$ cat src/rtl/signed_bcd_converter_pkg.sv
// Shared types and constants for the signed BCD conversion stage.
package signed_bcd_converter_pkg;

  // Width of the MDR result value feeding the display path.
  localparam int unsigned IVW = 8;

  // Bits per packed BCD digit.
  localparam int unsigned BCD_W = 4;

  // Conversion sequencer states.
  typedef enum logic [1:0] {
    IDLE,
    SHIFT,
    DONE
  } bcd_state_e;

  // Counter width able to hold the value w (the number of shift steps).
  function automatic int unsigned cnt_width(input int unsigned w);
    return $clog2(w + 1);
  endfunction

endpackage

$ cat src/rtl/signed_bcd_converter_bcd_add3_digit.sv
// Double-dabble correction for one BCD digit: adds 3 when the digit is >= 5,
// so the following left shift carries correctly into the next digit.
module bcd_add3_digit
  import signed_bcd_converter_pkg::*;
(
  input  logic [BCD_W-1:0] i_digit,
  output logic [BCD_W-1:0] o_digit
);

  // Conditional +3 correction.
  always_comb begin
    o_digit = i_digit;
    if (i_digit >= 4'd5) begin
      o_digit = i_digit + 4'd3;
    end
  end

endmodule

$ cat src/rtl/signed_bcd_converter.sv
// Sequential sign/magnitude split followed by a bit-serial double-dabble
// binary-to-BCD conversion, with a start/ready/valid handshake.
module signed_bcd_converter
  import signed_bcd_converter_pkg::*;
#(
  parameter int unsigned W           = IVW,
  parameter int unsigned DIGITS      = 3,
  parameter bit          SIGNED_MODE = 1'b1
) (
  input  logic                      i_clk,
  input  logic                      i_rst,
  input  logic                      i_start,
  input  logic [W-1:0]              i_val,
  output logic                      o_ready,
  output logic                      o_valid,
  output logic [BCD_W*DIGITS-1:0]   o_bcd,
  output logic                      o_sign,
  output logic                      o_ovf
);

  localparam int unsigned BW = BCD_W * DIGITS;
  localparam int unsigned CW = cnt_width(W);

  bcd_state_e      r_state;
  logic [W-1:0]    r_mag;
  logic [BW-1:0]   r_acc;
  logic [CW-1:0]   r_cnt;
  logic            r_sign;
  logic            r_ovf;

  logic            w_neg;
  logic [W-1:0]    w_mag;
  logic [BW-1:0]   w_adj;

  // Sign/magnitude front end; the most-negative value maps to 2^(W-1),
  // which still fits in W unsigned bits.
  assign w_neg = SIGNED_MODE && i_val[W-1];
  assign w_mag = w_neg ? ((~i_val) + {{(W-1){1'b0}}, 1'b1}) : i_val;

  // One add-3 corrector per accumulator digit.
  for (genvar g = 0; g < DIGITS; g++) begin : g_add3
    bcd_add3_digit u_add3 (
      .i_digit (r_acc[g*BCD_W +: BCD_W]),
      .o_digit (w_adj[g*BCD_W +: BCD_W])
    );
  end

  // Conversion sequencer with registered handshake and result outputs.
  always_ff @(posedge i_clk) begin
    if (i_rst) begin
      r_state <= IDLE;
      r_mag   <= '0;
      r_acc   <= '0;
      r_cnt   <= '0;
      r_sign  <= 1'b1;
      r_ovf   <= 1'b0;
      o_ready <= 1'b1;
      o_valid <= 1'b0;
      o_bcd   <= '0;
      o_sign  <= 1'b1;
      o_ovf   <= 1'b0;
    end else begin
      o_valid <= 1'b0;
      case (r_state)
        IDLE: begin
          if (i_start) begin
            r_mag   <= w_mag;
            r_sign  <= ~w_neg;
            r_acc   <= '0;
            r_ovf   <= 1'b0;
            r_cnt   <= CW'(W);
            o_ready <= 1'b0;
            r_state <= SHIFT;
          end
        end
        SHIFT: begin
          // A set bit leaving the top digit means the magnitude needs more
          // digits than we have; the low digits stay correct mod 10^DIGITS.
          r_acc <= {w_adj[BW-2:0], r_mag[W-1]};
          r_mag <= {r_mag[W-2:0], 1'b0};
          if (w_adj[BW-1]) begin
            r_ovf <= 1'b1;
          end
          r_cnt <= r_cnt - 1'b1;
          if (r_cnt == CW'(1)) begin
            r_state <= DONE;
          end
        end
        DONE: begin
          o_bcd   <= r_acc;
          o_sign  <= r_sign;
          o_ovf   <= r_ovf;
          o_valid <= 1'b1;
          o_ready <= 1'b1;
          r_state <= IDLE;
        end
        default: begin
          r_state <= IDLE;
          o_ready <= 1'b1;
        end
      endcase
    end
  end

endmodule

$ cat config.mk
export PLATFORM = sky130hd
export DESIGN_NAME = signed_bcd_converter
export DESIGN_NICKNAME = d
export VERILOG_FILES = /design/src/rtl/signed_bcd_converter_pkg.sv /design/src/rtl/signed_bcd_converter_bcd_add3_digit.sv /design/src/rtl/signed_bcd_converter.sv
export SDC_FILE = /design/constraint.sdc
export NUM_CORES = 1
export LEC_CHECK = 0
export CAP_MARGIN = 10
export CELL_PAD_IN_SITES_DETAIL_PLACEMENT = 0
export CELL_PAD_IN_SITES_GLOBAL_PLACEMENT = 1
export CORE_MARGIN = 2
export CORE_UTILIZATION = 44
export CTS_BUF_LIST = sky130_fd_sc_hd__clkbuf_8 sky130_fd_sc_hd__clkbuf_16
export DETAILED_ROUTE_END_ITERATION = 6
export PLACE_DENSITY = 0.81
export SLEW_MARGIN = 30
export SYNTH_ARGS = -nofsm -noshare
export SYNTH_HDL_FRONTEND = slang
export SYNTH_SLANG_ARGS = --single-unit
$ cat constraint.sdc
create_clock -name i_clk -period 4.3 [get_ports i_clk]
set_clock_uncertainty 0.05 [all_clocks]
set_input_delay 1.075 -clock i_clk [delete_from_list [all_inputs] [get_ports i_clk]]
set_output_delay 1.075 -clock i_clk [all_outputs]
set_load 0.05 [all_outputs]
==> flow_summary.json <==
{
  "r2r-end": "r_acc[7]",
  "cts_tree": "built",
  "maxSlewViolCount": 0,
  "die_w_um": 71.8,
  "dieArea_sq_um": 5150,
  "postCtsSetupBuffers": 0,
  "coreArea_sq_um": 4380,
  "antenna_found_initial": 0,
  "cts_resized": 0,
  "worstSetupEndpoint": "r_acc[7]",
  "wirelength_mm": 4.18,
  "place_hpwl_mm": 2.90,
  "synthToLayoutAreaGrowth_pct": 19.1,
  "ctsHtreeMaxLevel": 2,
  "rrSetupSlack_ns": 2.10,
  "syn_nets": 249,
  "yosys-mux-area-fraction_pct": 2.54,
  "power_density_nw_per_um2": 355,
  "crit_fanout": 30,
  "numPortBuffers": 26,
  "grt_max_degree": 31,
  "grt_pass1_wl_mm": 7.37,
  "start_kind": "input port",
  "ys.flop_type": "dfxtp_1",
  "max_freq_mhz": 376,
  "yosys-top-cells-area": "dfxtp_1, nand2_1, ha_1, a21oi_1, o21ai_0",
  "hold_path_class": "flip-flop to flip-flop",
  "fin_setup_tns_ns": 0,
  "post_synth_num_cell_types": 41,
  "clockBufferDepth": 2,
  "row_count": 24,
  "vdd_drop_max_v": 0.000166,
  "grt_pass1_vias": 1570,
  "clkLatencyLatePin_ns": 0.30,
  "die_y_um": 71.8,
  "synth_edf_count": 0,
  "hold_slack_ns": 0.406,
  "fillers": 446,
  "netlist_area_sq_um": 2020,
  "synthSimpleGateAreaFrac_pct": 19.1,
  "drive_above_1_share_pct": 5.51,
  "required_ns": 4.44,
  "ant_nets": 0,
  "initial_core_util_pct": 46.1,
  "status": "complete, no violations",
  "p_leak_nw": 0.887,
  "synth_top_area_share_pct": 43.6,
  "worstRegToRegCells": 4,
  "firstDrtPassIters": 4,
  "drc": 0,
  "cts.sink_count": 44,
  "worstPathArrival_ns": 2.81,
  "tightest_slew_ns": 0.720,
  "yosysTopAreaCell": "dfxtp_1",
  "syn-mean-instance-area_sq_um": 8.83,
  "wl_per_cell_um": 13.7,
  "route.vias.total": 1643,
  "postCtsHoldBufs": 0,
  "maxCapViolations": 0,
  "antenna_cells": 0,
  "ys_seq_elements": 44,
  "async_reset_ff_share_pct": 0,
  "postSynthCellCount": 229,
  "path_class": "input port to flip-flop",
  "cts_buffers": 5,
  "fin_nets": 273,
  "gp_congestion": 0.729,
  "grt-ovfl-total": 0,
  "vias_per_cell": 5.37,
  "drt_iter0_drc": 92,
  "hold_viol_final": 0,
  "slew_headroom_pct": 51.9,
  "min_period_ns": 2.66,
  "root_buffer": "clkbuf_8",
  "period_share_pct": 61.9,
  "synth_compound_area_share_pct": 19.7,
  "synth_warnings": 0,
  "cts.clk_slew.worst_paths_ns": 0.08,
  "r2r_start": "r_state[0]",
  "ios": 27,
  "yosys.area_share.adder_pct": 5.57,
  "setup_violations": 0,
  "synth_top_family_by_area": "compound AO/OA/AOI/OAI gates",
  "endpoint_kind": "flip-flop",
  "startpoint": "i_rst",
  "track_usage_pct": 18.4,
  "ys_seq_area_share_pct": 43.6,
  "hold_depth": 2,
  "synth_xor_area_share_pct": 3.90,
  "rsz0062_at_grt": "no"
}
## synth_stat cells (2+ instances only)
cell type / instances
a21oi_1: 20
a222oi_1: 4
a22o_1: 4
a22oi_1: 3
a32o_1: 2
and2_1: 2
and3_1: 2
buf_1: 2
buf_2: 4
buf_4: 3
dfxtp_1: 44
ha_1: 9
inv_1: 12
mux2i_1: 4
nand2_1: 37
nand2b_1: 7
nand3_1: 2
nor2_1: 12
nor2b_1: 2
nor3_1: 2
nor3b_1: 4
o211ai_1: 2
o21ai_0: 11
o22ai_1: 5
o31ai_1: 6
o32ai_1: 2
xnor2_1: 6
xor2_1: 3
## state kept, by name, summed over array words and instances, names as in the netlist, 2 cells and up
name,count
o_bcd,12
r_acc,12
r_cnt,4
r_state,2
r_mag,8
## worst max-delay path, stage by stage
cell,delay [ns]
clkdlybuf4s50_1,0.45
buf_4,0.31
clkinv_1,0.30
nand2_1,0.35
o31ai_1,0.11
a32o_1,0.21
## placed cells by master (no fill, tap or decap), drive strengths merged, types with 2 or more instances in the layout
cell type,count
clkinv,2
o31ai,6
dfxtp,44
mux2i,4
and2,2
nand2,38
o32ai,2
xnor2,6
a22o,4
nor3,2
nand3,2
nor2,12
nor2b,2
and3,2
xor2,3
ha,9
a222oi,4
o211ai,2
a22oi,3
inv,13
a21oi,20
clkdlybuf4s50,26
o21ai,11
buf,2
nand2b,7
a32o,2
nor3b,5
clkbuf,5
o22ai,5
## worst min-delay path by stage
stage	startpoint	to
floorplan	r_mag[0]	r_mag[0]
global route	o_bcd[0]	o_bcd[0]
global placement	r_ovf	o_ovf
CTS	r_ovf	o_ovf
finish	o_bcd[3]	o_bcd[3]
detailed placement	r_ovf	o_ovf
## where the power goes
| group | switching, mW | internal (mW) | leakage [nW] | total [mW] |
|---|---|---|---|---|
| logic | 0.0604 | 0.0456 | 0.471 | 0.106 |
| registers | 0.0156 | 0.424 | 0.357 | 0.439 |
| clock network | 0.139 | 0.170 | 0.0593 | 0.309 |
| total | 0.215 | 0.639 | 0.887 | 0.854 |
## layout make-up
| type | instances | area [sq um] | area share, % |
|---|---|---|---|
| clock buffers | 5 | 68.8 | 2.86 |
| inverters | 13 | 48.8 | 2.03 |
| repair buffers | 28 | 275 | 11.4 |
| clock inverters | 3 | 38.8 | 1.61 |
| well taps | 52 | 65.1 | 2.70 |
| multi-input cells | 161 | 1030 | 42.8 |
| flip-flops and latches | 44 | 881 | 36.6 |
## metal layers
layer	GRT usage, %	vias up	part of all wire [%]
met5	0	-	0
met3	4.22	6	3.8
li1	-	848	-
met2	29.6	44	45
met1	24.1	745	50
met4	6.50	0	1.3
## cell families (layout without fill, tap and decap cells)
| family | Yosys count | after routing |
|---|---|---|
| multiplexers | 5 | 5 |
| buffers and inverters | 24 | 49 |
| AO/OA/AOI/OAI | 61 | 61 |
| AND/OR/NAND/NOR | 77 | 77 |
| adder cells (fa/ha/maj) | 9 | 9 |
| flip-flops | 44 | 44 |
| XOR/XNOR | 9 | 9 |
## metrics by stage
step           util (%)  worst slack [ns]  cells  power, mW  area, sq um
6_report           54.9              1.64    306      0.854         2410
5_1_grt            54.9              1.43    306      0.899         2410
4_1_cts            54.9              1.63    306      0.863         2400
3_5_place_dp       52.4              1.34    298      0.555         2300
3_3_place_gp       52.4              1.36    298      0.553         2300
2_1_floorplan         -              2.23    229      0.523         2020
Note: power is estimated with default switching activity, not from simulation.
==> edit: new RTL, same settings <==
Reset style: asynchronous (`i_rst`), changed in one clocked block.
--- a/src/rtl/signed_bcd_converter.sv
+++ b/src/rtl/signed_bcd_converter.sv
@@ -48,3 +48,3 @@
   // Conversion sequencer with registered handshake and result outputs.
-  always_ff @(posedge i_clk) begin
+  always_ff @(posedge i_clk or posedge i_rst) begin
     if (i_rst) begin
Behaviour: differs if i_rst is asserted again (counterexample within 4 cycles, from zero or initial values and one cycle with i_rst high); with i_rst held inactive, the same outputs for 10 cycles.
==> edit against the unedited design <==
Worst setup slack got worse by 0.083 ns. Critical path type is now register to primary output. Sequential cell count unchanged. Cell count decreased by 6.2%. Sequential share of layout area increased by 7.6 points. Routed wire length decreased by 9.4%. Synthesized area increased by 4.0%. Largest cell class is now flip-flops and latches. Critical path depth decreased by 5. Non-clock buffer count decreased by 1. Final area increased by 3.9%.
Power is not compared: it rests on default switching activity, and its combinational part moved more than twofold at a synthesized area within 25%.
==> edit: results (changes against the unedited design) <==
set qor(run_status) {complete, no violations} ;# unchanged
set qor(detailedRoute.firstIterationViolations) 45 ;# was 92
set qor(slowest_delay_ns) 0.79 ;# was 0.45 ns
set qor(signal_buffer_area_fraction_pct) 10.7 ;# was 11.4%
set qor(ys_top_cells_by_count) {41 x dfrtp_1, 32 x o21ai_0, 22 x nand2_1, 13 x inv_1} ;# was 44 x dfxtp_1, 37 x nand2_1, 20 x a21oi_1, 12 x inv_1, 12 x nor2_1
set qor(grt_use_total_pct) 16.3 ;# was 18.4%
set qor(placed_cells) 279 ;# was 298
set qor(dieWidth_um) 73.1 ;# was 71.8 um
set qor(final.hold.worst_slack_ns) 0.429 ;# was 0.406 ns
set qor(post_dp_cell_area_sq_mm) 0.00241 ;# was 0.00230 sq mm
set qor(met3_usage_pct) 4.70 ;# was 4.22%
set qor(final_cells) 287 ;# was 306
set qor(yosysSeqAreaShare_pct) 52.5 ;# was 43.6%
set qor(synth_fa_ha_area_share_pct) 5.35 ;# was 5.57%
set qor(drt-met1-wl_mm) 1.82 ;# was 2.09 mm
set qor(global_route_wire_length_before_repair_mm) 6.64 ;# was 7.37 mm
set qor(dp_worst_setup_slack_ns) 1.38 ;# was 1.34 ns
set qor(grt.met2_usage_pct) 24.8 ;# was 29.6%
set qor(nNonClkBuffers) 27 ;# was 28
set qor(hold-path-endpoint) {o_bcd[4]} ;# was o_bcd[3]
set qor(routed-wl-met2_mm) 1.75 ;# was 1.87 mm
set qor(timing_worst_slew_pin_value_ns) 0.726 ;# was 0.720 ns
set qor(drt-vias-per-instance) 5.42 ;# was 5.37
set qor(mappedNetlistNets) 225 ;# was 249
set qor(clock_area_share_pct) 3.60 ;# was 4.47%
set qor(synth_compound_area_share_pct) 15.2 ;# was 19.7%
set qor(finalWirelength_mm) 3.79 ;# was 4.18 mm
set qor(grt_start_max_net_pins) 45 ;# was 31
set qor(gp_congestion) 0.744 ;# was 0.729
set qor(layout.nets) 252 ;# was 273
set qor(worstReg2RegEnd) {o_bcd[3]} ;# was r_acc[7]
set qor(postLayoutCoreUtil_pct) 53.7 ;# was 54.9%
set qor(reg2regPathDepth) 2 ;# was 4
set qor(synth-xor-area-share_pct) 3.75 ;# was 3.90%
set qor(n_fill_cell) 437 ;# was 446
set qor(nMultiInputCombCells) 141 ;# was 161
set qor(startpoint_of_the_worst_slack_reg_to_reg_timing_path) {r_state[0]} ;# unchanged
==> edit: cell count changes after synthesis, moves of 6 or more <==
cell	before	now
o21ai_0	11	32
mux2_2	1	10
nor2_1	12	6
a21oi_1	20	6
dfxtp_1	44	0
nand3_1	2	10
dfrtp_1	0	41
nand2_1	37	22
==> edit: how the worst max path moves through the flow <==
stage / from / end / slack, ns / cells past startpoint
6_report: o_sign / o_sign / 1.55 / 1
5_1_grt: o_sign / o_sign / 1.51 / 1
4_1_cts: o_sign / o_sign / 1.54 / 1
3_5_place_dp: i_val[1] / r_mag[6] / 1.38 / 7
3_3_place_gp: i_val[1] / r_mag[6] / 1.46 / 7
2_1_floorplan: i_val[0] / r_mag[6] / 1.95 / 6
==> edit: power groups by stage <==
stage          logic [mW]  registers, mW  clock network (mW)
2_1_floorplan       0.472          0.848                   0
3_3_place_gp        0.789          0.729                   0
3_5_place_dp        0.808          0.729                   0
4_1_cts             0.811          0.722               0.272
5_1_grt             0.901          0.748               0.288
6_report            0.803          0.723               0.266
